**config.mk**
```make
export PLATFORM = sky130hd
export DESIGN_NAME = dmem_port_arbiter_flat
export DESIGN_NICKNAME = d
export VERILOG_FILES = /design/src/rtl/dmem_arb_pkg.sv /design/src/rtl/dmem_port_arbiter_if.sv /design/src/rtl/arb_starve_cnt.sv /design/src/rtl/dmem_port_arbiter.sv /design/src/flat_wrapper.sv
export SDC_FILE = /design/constraint.sdc
export NUM_CORES = 1
export LEC_CHECK = 0
export ABC_AREA = 1
export ABC_CLOCK_PERIOD_IN_PS = 1370
export BUFFER_PORTS_ARGS = -buffer_cell sky130_fd_sc_hd__buf_2
export CAP_MARGIN = 20
export CORE_MARGIN = 3
export CORE_UTILIZATION = 35
export DETAILED_ROUTE_END_ITERATION = 16
export PLACE_DENSITY = 0.73
export SLEW_MARGIN = 30
export SYNTH_ARGS = -nofsm -noshare
export SYNTH_HDL_FRONTEND = slang
export SYNTH_SLANG_ARGS = --single-unit
```
**constraint.sdc**
```tcl
create_clock -name clk -period 1.37 [get_ports clk]
set_input_delay 0.274 -clock clk [delete_from_list [all_inputs] [get_ports clk]]
set_output_delay 0.274 -clock clk [all_outputs]
set_load 0.02 [all_outputs]
```
**src/rtl/dmem_arb_pkg.sv**
```systemverilog
// Shared definitions for the data-memory port arbiter: state encoding and default widths.
package dmem_arb_pkg;

    localparam int unsigned DEF_ADDR_W = 6;
    localparam int unsigned DEF_DATA_W = 32;

    localparam logic [1:0] ST_IDLE  = 2'd0;
    localparam logic [1:0] ST_FORCE = 2'd1;
    localparam logic [1:0] ST_CAP   = 2'd2;
    localparam logic [1:0] ST_ACK   = 2'd3;

    typedef enum logic [1:0] {
        StIdle  = ST_IDLE,
        StForce = ST_FORCE,
        StCap   = ST_CAP,
        StAck   = ST_ACK
    } arb_state_e;

endpackage

```
**src/rtl/dmem_port_arbiter_if.sv**
```systemverilog
// Bundle of the CPU, debug and memory-side signals around the data-memory arbiter.
interface dmem_port_arbiter_if
    import dmem_arb_pkg::*;
#(
    parameter int unsigned ADDR_W = DEF_ADDR_W,
    parameter int unsigned DATA_W = DEF_DATA_W
);

    logic              cpu_mem_req;
    logic              cpu_mem_we;
    logic [ADDR_W-1:0] cpu_addr;
    logic [DATA_W-1:0] cpu_wdata;
    logic [DATA_W-1:0] cpu_rdata;

    logic              dbg_req;
    logic [ADDR_W-1:0] dbg_addr;
    logic              dbg_ack;
    logic [DATA_W-1:0] dbg_rdata;

    logic              stall_req;

    logic              mem_en;
    logic              mem_we;
    logic [ADDR_W-1:0] mem_addr;
    logic [DATA_W-1:0] mem_wdata;
    logic [DATA_W-1:0] mem_rdata;

    // Arbiter view.
    modport slave (
        input  cpu_mem_req, cpu_mem_we, cpu_addr, cpu_wdata,
        input  dbg_req, dbg_addr,
        input  mem_rdata,
        output cpu_rdata, dbg_ack, dbg_rdata, stall_req,
        output mem_en, mem_we, mem_addr, mem_wdata
    );

    // Surrounding pipeline, debug port and memory.
    modport master (
        output cpu_mem_req, cpu_mem_we, cpu_addr, cpu_wdata,
        output dbg_req, dbg_addr,
        output mem_rdata,
        input  cpu_rdata, dbg_ack, dbg_rdata, stall_req,
        input  mem_en, mem_we, mem_addr, mem_wdata
    );

endinterface

```
**src/rtl/arb_starve_cnt.sv**
```systemverilog
// Saturating count of IDLE cycles in which a pending debug read lost to the CPU.
module arb_starve_cnt #(
    parameter int unsigned STARVE_LIMIT = 8
) (
    input  logic clk,
    input  logic rst_n,
    input  logic clr_i,
    input  logic inc_i,
    output logic limit_o
);

    localparam int unsigned CntW = $clog2(STARVE_LIMIT + 1);
    localparam logic [CntW-1:0] CntLast = CntW'(STARVE_LIMIT - 1);

    logic [CntW-1:0] cnt_q;
    logic [CntW-1:0] cnt_d;

    always_comb begin
        cnt_d = cnt_q;
        if (clr_i) begin
            cnt_d = '0;
        end else if (inc_i && (cnt_q != CntLast)) begin
            cnt_d = cnt_q + 1'b1;
        end
    end

    always_ff @(posedge clk or negedge rst_n) begin
        if (!rst_n) begin
            cnt_q <= '0;
        end else begin
            cnt_q <= cnt_d;
        end
    end

    assign limit_o = (cnt_q == CntLast);

endmodule

```
**src/rtl/dmem_port_arbiter.sv**
```systemverilog
// Shares the synchronous-read data memory between the MEM stage (fixed priority) and the
// board debug read port, forcing a one-cycle pipeline stall when a debug read starves.
module dmem_port_arbiter
    import dmem_arb_pkg::*;
#(
    parameter int unsigned ADDR_W       = DEF_ADDR_W,
    parameter int unsigned DATA_W       = DEF_DATA_W,
    parameter int unsigned STARVE_LIMIT = 8
) (
    input  logic                      clk,
    input  logic                      rst_n,
    dmem_port_arbiter_if.slave        bus_io
);

    arb_state_e        state_q;
    logic              stall_q;
    logic              dbg_ack_q;
    logic [DATA_W-1:0] dbg_rdata_q;

    logic              dbg_grant;
    logic              cnt_clr;
    logic              cnt_inc;
    logic              cnt_limit;
    logic [ADDR_W-1:0] addr_mux;

    arb_starve_cnt #(
        .STARVE_LIMIT (STARVE_LIMIT)
    ) u_starve_cnt (
        .clk     (clk),
        .rst_n   (rst_n),
        .clr_i   (cnt_clr),
        .inc_i   (cnt_inc),
        .limit_o (cnt_limit)
    );

    // Counter only advances while a debug read is blocked in IDLE; any other cycle clears it.
    always_comb begin
        cnt_clr = 1'b1;
        cnt_inc = 1'b0;
        if ((state_q == StIdle) && bus_io.dbg_req && bus_io.cpu_mem_req && !cnt_limit) begin
            cnt_clr = 1'b0;
            cnt_inc = 1'b1;
        end
    end

    always_ff @(posedge clk or negedge rst_n) begin
        if (!rst_n) begin
            state_q     <= StIdle;
            stall_q     <= 1'b0;
            dbg_ack_q   <= 1'b0;
            dbg_rdata_q <= '0;
        end else begin
            stall_q   <= 1'b0;
            dbg_ack_q <= 1'b0;
            unique case (state_q)
                StIdle: begin
                    if (bus_io.dbg_req) begin
                        if (!bus_io.cpu_mem_req) begin
                            state_q <= StCap;
                        end else if (cnt_limit) begin
                            state_q <= StForce;
                            stall_q <= 1'b1;
                        end
                    end
                end
                StForce: begin
                    state_q <= StCap;
                end
                StCap: begin
                    dbg_rdata_q <= bus_io.mem_rdata;
                    dbg_ack_q   <= 1'b1;
                    state_q     <= StAck;
                end
                StAck: begin
                    state_q <= StIdle;
                end
                default: begin
                    state_q <= StIdle;
                end
            endcase
        end
    end

    assign dbg_grant = (state_q == StForce) ||
                       ((state_q == StIdle) && bus_io.dbg_req && !bus_io.cpu_mem_req);

    // Reset gates the enables so nothing reaches the memory while rst_n is held.
    always_comb begin
        bus_io.mem_en = 1'b0;
        bus_io.mem_we = 1'b0;
        addr_mux      = bus_io.cpu_addr;
        if (dbg_grant) begin
            addr_mux = bus_io.dbg_addr;
        end
        if (rst_n) begin
            if (dbg_grant) begin
                bus_io.mem_en = 1'b1;
            end else begin
                bus_io.mem_en = bus_io.cpu_mem_req;
                bus_io.mem_we = bus_io.cpu_mem_req & bus_io.cpu_mem_we;
            end
        end
    end

    assign bus_io.mem_addr  = addr_mux;
    assign bus_io.mem_wdata = bus_io.cpu_wdata;
    assign bus_io.cpu_rdata = bus_io.mem_rdata;
    assign bus_io.stall_req = stall_q;
    assign bus_io.dbg_ack   = dbg_ack_q;
    assign bus_io.dbg_rdata = dbg_rdata_q;

endmodule

```
**src/flat_wrapper.sv**
```systemverilog
// flat-port wrapper written by rule: the top's interface ports become plain ports
module dmem_port_arbiter_flat import dmem_arb_pkg::*;
#(
    parameter int unsigned ADDR_W       = DEF_ADDR_W,
    parameter int unsigned DATA_W       = DEF_DATA_W,
    parameter int unsigned STARVE_LIMIT = 8
)
  (clk, rst_n, bus_io_cpu_mem_req, bus_io_cpu_mem_we, bus_io_cpu_addr, bus_io_cpu_wdata, bus_io_dbg_req, bus_io_dbg_addr, bus_io_mem_rdata, bus_io_cpu_rdata, bus_io_dbg_ack, bus_io_dbg_rdata, bus_io_stall_req, bus_io_mem_en, bus_io_mem_we, bus_io_mem_addr, bus_io_mem_wdata);
  dmem_port_arbiter_if #(.ADDR_W(ADDR_W), .DATA_W(DATA_W)) bus_io_i ();
  input  logic clk;
  input  logic rst_n;
  input wire logic [$bits(bus_io_i.cpu_mem_req)-1:0] bus_io_cpu_mem_req;
  input wire logic [$bits(bus_io_i.cpu_mem_we)-1:0] bus_io_cpu_mem_we;
  input wire logic [$bits(bus_io_i.cpu_addr)-1:0] bus_io_cpu_addr;
  input wire logic [$bits(bus_io_i.cpu_wdata)-1:0] bus_io_cpu_wdata;
  input wire logic [$bits(bus_io_i.dbg_req)-1:0] bus_io_dbg_req;
  input wire logic [$bits(bus_io_i.dbg_addr)-1:0] bus_io_dbg_addr;
  input wire logic [$bits(bus_io_i.mem_rdata)-1:0] bus_io_mem_rdata;
  output wire logic [$bits(bus_io_i.cpu_rdata)-1:0] bus_io_cpu_rdata;
  output wire logic [$bits(bus_io_i.dbg_ack)-1:0] bus_io_dbg_ack;
  output wire logic [$bits(bus_io_i.dbg_rdata)-1:0] bus_io_dbg_rdata;
  output wire logic [$bits(bus_io_i.stall_req)-1:0] bus_io_stall_req;
  output wire logic [$bits(bus_io_i.mem_en)-1:0] bus_io_mem_en;
  output wire logic [$bits(bus_io_i.mem_we)-1:0] bus_io_mem_we;
  output wire logic [$bits(bus_io_i.mem_addr)-1:0] bus_io_mem_addr;
  output wire logic [$bits(bus_io_i.mem_wdata)-1:0] bus_io_mem_wdata;
  assign bus_io_i.cpu_mem_req = bus_io_cpu_mem_req;
  assign bus_io_i.cpu_mem_we = bus_io_cpu_mem_we;
  assign bus_io_i.cpu_addr = bus_io_cpu_addr;
  assign bus_io_i.cpu_wdata = bus_io_cpu_wdata;
  assign bus_io_i.dbg_req = bus_io_dbg_req;
  assign bus_io_i.dbg_addr = bus_io_dbg_addr;
  assign bus_io_i.mem_rdata = bus_io_mem_rdata;
  assign bus_io_cpu_rdata = bus_io_i.cpu_rdata;
  assign bus_io_dbg_ack = bus_io_i.dbg_ack;
  assign bus_io_dbg_rdata = bus_io_i.dbg_rdata;
  assign bus_io_stall_req = bus_io_i.stall_req;
  assign bus_io_mem_en = bus_io_i.mem_en;
  assign bus_io_mem_we = bus_io_i.mem_we;
  assign bus_io_mem_addr = bus_io_i.mem_addr;
  assign bus_io_mem_wdata = bus_io_i.mem_wdata;
  dmem_port_arbiter #(.ADDR_W(ADDR_W), .DATA_W(DATA_W), .STARVE_LIMIT(STARVE_LIMIT)) u_core (.clk(clk), .rst_n(rst_n), .bus_io(bus_io_i));
endmodule
```
==> results of run 1 <==
==> layout make-up <==
class | instances | area [um^2] | share of cell area, %
Clock buffer | 7 | 86.3 | 3.07
Timing Repair Buffer | 139 | 827 | 29.4
Tap cell | 75 | 93.8 | 3.34
Inverter | 11 | 48.8 | 1.74
Clock inverter | 1 | 7.51 | 0.267
Sequential cell | 40 | 1000 | 35.6
Multi-Input combinational cell | 150 | 744 | 26.5
==> timing repair <==
| item | in CTS | in global routing |
|---|---|---|
| pin swaps | 7 | 2 |
| hold buffers | 1 | 0 |
| hold endpoints to repair | 6 | 0 |
| endpoints found under the setup margin | 26 | 32 |
| resized for setup | 31 | 6 |
| setup buffers | 4 | 2 |
==> cell families (layout without fill, tap and decap cells) <==
logic type / count (synthesis) / after routing / share of synthesized area [%]
flip-flops: 40 / 40 / 44.7
adder cells (fa/ha/maj): 5 / 5 / 2.79
XOR/XNOR: 2 / 2 / 0.782
buffers and inverters: 82 / 158 / 25.4
AND/OR/NAND/NOR: 142 / 142 / 26.1
AO/OA/AOI/OAI: 1 / 1 / 0.223
==> power by group through the flow <==
| stage | Sequential [mW] | Combinational, mW | Clock [mW] |
|---|---|---|---|
| after floorplan | 2.57 | 1.68 | 0 |
| after global routing | 2.03 | 4.03 | 0.882 |
| after CTS | 1.97 | 3.61 | 0.842 |
| after global placement | 1.97 | 3.12 | 0 |
| final | 1.96 | 3.64 | 0.796 |
| after detailed placement | 1.98 | 3.21 | 0 |
==> routing by layer <==
metal  global-route usage [%]  routed length (um)  vias up
met1                     14.3                1830      831
li1                         -                   -      911
met4                     5.04                  82        0
met3                     3.75                 466       17
met2                     24.4                2590       84
met5                        0                   0        -
==> cell usage in the layout (no fill, tap or decap), types with 2 or more instances in the layout <==
cell type	count
buf_4	11
nor2_1	7
buf_12	2
ha_1	2
dfrtp_1	40
nand2_1	103
clkbuf_8	6
nand3_1	12
buf_6	11
inv_2	4
inv_1	5
nand2_2	14
buf_2	114
ha_4	2
==> final timing paths <==
check,startpoint,to,slack [ns],cells past startpoint
max in group asynchronous,rst_n,u_core.bus_io.dbg_rdata[16],0.61,3
max reg2reg,u_core.state_q[0],u_core.state_q[0],0.08,10
min,rst_n,u_core.bus_io.dbg_rdata[31],0.08,2
min in group clk,bus_io_mem_rdata[1],u_core.bus_io.dbg_rdata[1],0.20,3
max,u_core.state_q[1],bus_io_mem_addr[5],-0.32,8
min reg2reg,u_core.bus_io.dbg_rdata[16],u_core.bus_io.dbg_rdata[16],0.47,2
==> through the flow <==
stage / setup TNS (ns) / total power, mW / instance area [um^2] / hold WS [ns]
4_1_cts: -2.64 / 6.42 / 2780 / 0.0934
2_1_floorplan: 0 / 4.25 / 2260 / -0.0216
6_report: -2.45 / 6.40 / 2810 / 0.0795
3_3_place_gp: -0.722 / 5.10 / 2520 / 0.241
3_5_place_dp: -2.29 / 5.18 / 2520 / 0.247
5_1_grt: -3.02 / 6.94 / 2810 / 0.124
==> registers in the layout, summed over array words and instances (netlist names) <==
signal,count
u_core.state_q,2
u_core.u_starve_cnt.cnt_q,4
u_core.bus_io.dbg_ack,1
u_core.bus_io.dbg_rdata,32
u_core.bus_io.stall_req,1
==> results_dict.tcl, run 1 <==
set metrics [dict create \
    dieWidth_um 86.0 \
    antenna_found_initial 0 \
    fin_crit_ns 1.69 \
    synth_nets 358 \
    overflow 0 \
    yosysMostFrequentCell "nand2_1" \
    fin_crit_sh_pct 124 \
    grt_max_degree 35 \
    nFillCells 618 \
    synthFlopType "dfrtp_1" \
    synth_edf_count 0 \
    violations "negative setup slack" \
    p_switching_mw 2.84 \
    clk_latency_ns 0.28 \
    crit_required_ns 1.10 \
    fmax_mhz 590 \
    synthTopCellsByArea "dfrtp_1 (45%), buf_4 (23%), nand2_1 (19%), ha_1 (2.8%), nand3_1 (2.7%)" \
    area_delta_synth_final_pct 25.3 \
    timing.final.max_slew_violations 0 \
    fin_ws_ns -0.324 \
    crit_type "reg -> out" \
    dieArea_mm2 0.00740 \
    cts_made_buffers 5 \
    worstPathCellList "inv_2 > buf_6 > ha_4 > inv_6 > nand2_8 > nand2_2 > nand2_2 > buf_6" \
    seqPwrFrac_pct 30.7 \
    yosysUniqueCellTypes 20 \
    cts-root-buf "clkbuf_8" \
    ys_seq_area_share_pct 44.7 \
    power_frac_clock_pct 12.4 \
    io_pins 187 \
    drive_gt1_share_pct 49.7 \
    worstPathMaxFanout 8 \
    p_leak_nw 1.63 \
    cts_tree "built" \
    layoutNonFillerInstCount 423 \
    netlist_instances 272 \
    endpoint_kind "primary output" \
    setup_viol_count_final 8 \
    num_rows 28 \
    synth.cell_area_mm2 0.00224 \
    yosys_register_bits 40 \
    cp.arrival_ns 1.42 \
    fin_skew_ns 0.00406 \
    p_per_area_mw_per_mm2 2280 \
    slowest_delay_ns 0.36 \
    drt_pre_antenna_iters 4 \
    ant_nets 0 \
    cts_buffer_depth 2 \
    ir_drop_mv 1.08 \
    final-hold-violation-count 0 \
    power_frac_comb_pct 56.9 \
    worstMarginPinSlew_ns 0.431 \
    sw_frac_of_total_pct 44.3 \
    initial_core_util_pct 37.0 \
    cp-start-kind "register" \
    synth.avg_cell_area_um2 8.24 \
    yosys_warnings 0 \
    cts.sinks 40 \
    crit_family "buffers and inverters" \
    routabilityCongestion 0.713 \
    pre_cts_slack_ns -0.130 \
    intPower_mw 3.56 \
    grtUsageTotal_pct 13.3 \
    drt_wl_total_um 4970 \
    path_buf_inv 4 \
    wire_per_inst_um 11.7 \
    die_h_um 86.0 \
    drc 0 \
    grt_pass1_vias 1772 \
    grt_pass1_wl_um 7870 \
    hpwl_um 3710 \
    yosysTopAreaCell "dfrtp_1" \
    yosys.area.top_type_share_pct 44.7 \
    portBuffers 122 \
    status "finished, violations left" \
    core_area_mm2 0.00606 \
    dp_cells 408 \
    cpMaxStageDelayCell "dfrtp_1" \
    fin_util_pct 46.3 \
    htree_levels 2 \
    slew_headroom_pct 71.3 \
    worstHoldPathType "in -> async" \
    grt_setup_unrepaired "true" \
    cap_viol_max_count 0 \
    clk_pin_slew_ns 0.08 \
    final_nets 433 \
    synth_common_cells "nand2_1 (116), buf_4 (68), dfrtp_1 (40), nand3_1 (12)" \
    via_count 1843 \
    drtIter0Drc 16 \
    async_flop_share_pct 100 \
    viasPerCell 4.36 \
    n_antenna_cell 0 \
]
Note: power is estimated with default switching activity, not from simulation.
==> inputs of run 2 (changes only) <==
==> constraint.sdc (replaced) <==
create_clock -name clk -period 1.37 [get_ports clk]
set_input_delay 0.274 -clock clk [delete_from_list [all_inputs] [get_ports clk]]
set_output_delay 0.274 -clock clk [all_outputs]
set_load 0.1 [all_outputs]
==> results_dict.tcl, run 2 (synthesis results as in run 1) <==
set metrics [dict create \
    cp-start-kind "register" \
    grt_setup_unrepaired "true" \
    fin_crit_ns 1.81 \
    critPathLaunch "u_core.state_q[0]" \
    worstPathMaxFanout 8 \
    violations "negative setup slack" \
    fmax_mhz 554 \
    layout_common_cells "nand2_1 (99), buf_2 (57), buf_12 (44)" \
    wire_per_inst_um 13.0 \
    crit_required_ns 1.10 \
    fin_skew_ns 0.00757 \
    endpoint_kind "primary output" \
    overflow 0 \
    drc 0 \
    htree_levels 2 \
    antenna_found_initial 0 \
    drt_pre_antenna_iters 4 \
    setup_tns_ns -3.38 \
    ant_nets 0 \
    drt_wl_total_um 5490 \
    area_delta_synth_final_pct 63.3 \
    io_pins 187 \
    cts-root-buf "clkbuf_8" \
    status "finished, violations left" \
    worstMarginPinSlew_ns 0.491 \
    grt_pass1_vias 1866 \
    via_count 1874 \
    cts_buffer_depth 2 \
    initial_core_util_pct 37.0 \
    hold_slack_ns 0.0906 \
    pre_cts_slack_ns -0.179 \
    dieArea_mm2 0.00740 \
    hpwl_um 4280 \
    cts_tree "built" \
    rr_startpoint "u_core.state_q[0]" \
    timing.final.max_slew_violations 0 \
    cts_made_buffers 5 \
    worstHoldPathType "in -> async" \
    crit_type "reg -> out" \
    dieWidth_um 86.0 \
    final-hold-violation-count 0 \
    slew_headroom_pct 67.5 \
    grt_pass1_wl_um 8630 \
    cp.arrival_ns 1.53 \
    grt_max_degree 34 \
    fin_ws_ns -0.436 \
    grtUsageTotal_pct 14.7 \
    fin_crit_sh_pct 132 \
    routabilityCongestion 0.810 \
    cap_viol_max_count 0 \
    clk_latency_ns 0.28 \
    clk_pin_slew_ns 0.08 \
    final_nets 433 \
    cts.sinks 40 \
    num_rows 28 \
    setup_viol_count_final 8 \
    drtIter0Drc 61 \
    viasPerCell 4.44 \
    die_h_um 86.0 \
    core_area_mm2 0.00606 \
    largest_reg_flops 32 \
    portBuffers 122 \
    n_antenna_cell 0 \
    fin_util_pct 60.4 \
    final_common_cell "nand2_1" \
    drive_gt1_share_pct 52.4 \
]
[run 2: changes by cell type in the layout (fill, tap and decap cells not counted), sizes merged]
cell    before  now
clkbuf       7   27
inv         11   10
buf        138  116
bufinv       0    2
[run 2: critical path, stage by stage, from the launching register on]
cell and delay [ns]:
dfrtp_1 0.41, inv_2 0.09, ha_4 0.14, nand3_4 0.14, nand2_8 0.13, nand2_2 0.10
nand2_8 0.07, buf_12 0.17
[run 2: final cells by class]
class,instances,area (um^2)
Inverter,11,55.1
Fill cell,489,2400
Timing Repair Buffer,139,1510
Clock buffer,5,68.8
Clock inverter,2,60.1
Multi-Input combinational cell,150,873
Tap cell,75,93.8
Sequential cell,40,1000
[run 2: what timing repair did]
| item | CTS | global route |
|---|---|---|
| hold buffers | 1 | 0 |
| setup endpoints to repair | 10 | 62 |
| endpoints found under the hold margin | 7 | 0 |
| setup buffers | 3 | 2 |
| pin swaps | 4 | 5 |
| gates cloned | 0 | 2 |
| resized for setup | 12 | 42 |
[run 2: layer usage]
metal  vias to the layer above  wire (um)  global-route usage [%]
met5                         -          0                       0
met4                         0        110                    5.61
met3                        19        602                    4.61
met2                        97       2840                    26.1
met1                       848       1940                    16.2
li1                        910          -                       -
[run 2: final timing paths]
path | to | slack (ns) | cells after the start
setup / recovery | bus_io_mem_addr[0] | -0.44 | 7
setup reg to reg | u_core.bus_io.dbg_rdata[7] | 0.11 | 7
hold reg to reg | u_core.u_starve_cnt.cnt_q[0] | 0.47 | 1
min in group clk | u_core.bus_io.dbg_rdata[29] | 0.24 | 3
max in group asynchronous | u_core.bus_io.dbg_rdata[2] | 0.70 | 3
hold / removal | u_core.bus_io.dbg_rdata[20] | 0.09 | 2
[run 2: per-stage QoR]
step,instances,instance area [um^2]
floorplan,272,2370
global placement,410,3280
detailed placement,410,3280
CTS,421,3490
global route,422,3660
finish,422,3660
Power of run 2 is left out: the tool's default activity adds up to more than one toggle a clock period on the data nets, which glitch-free logic cannot reach.
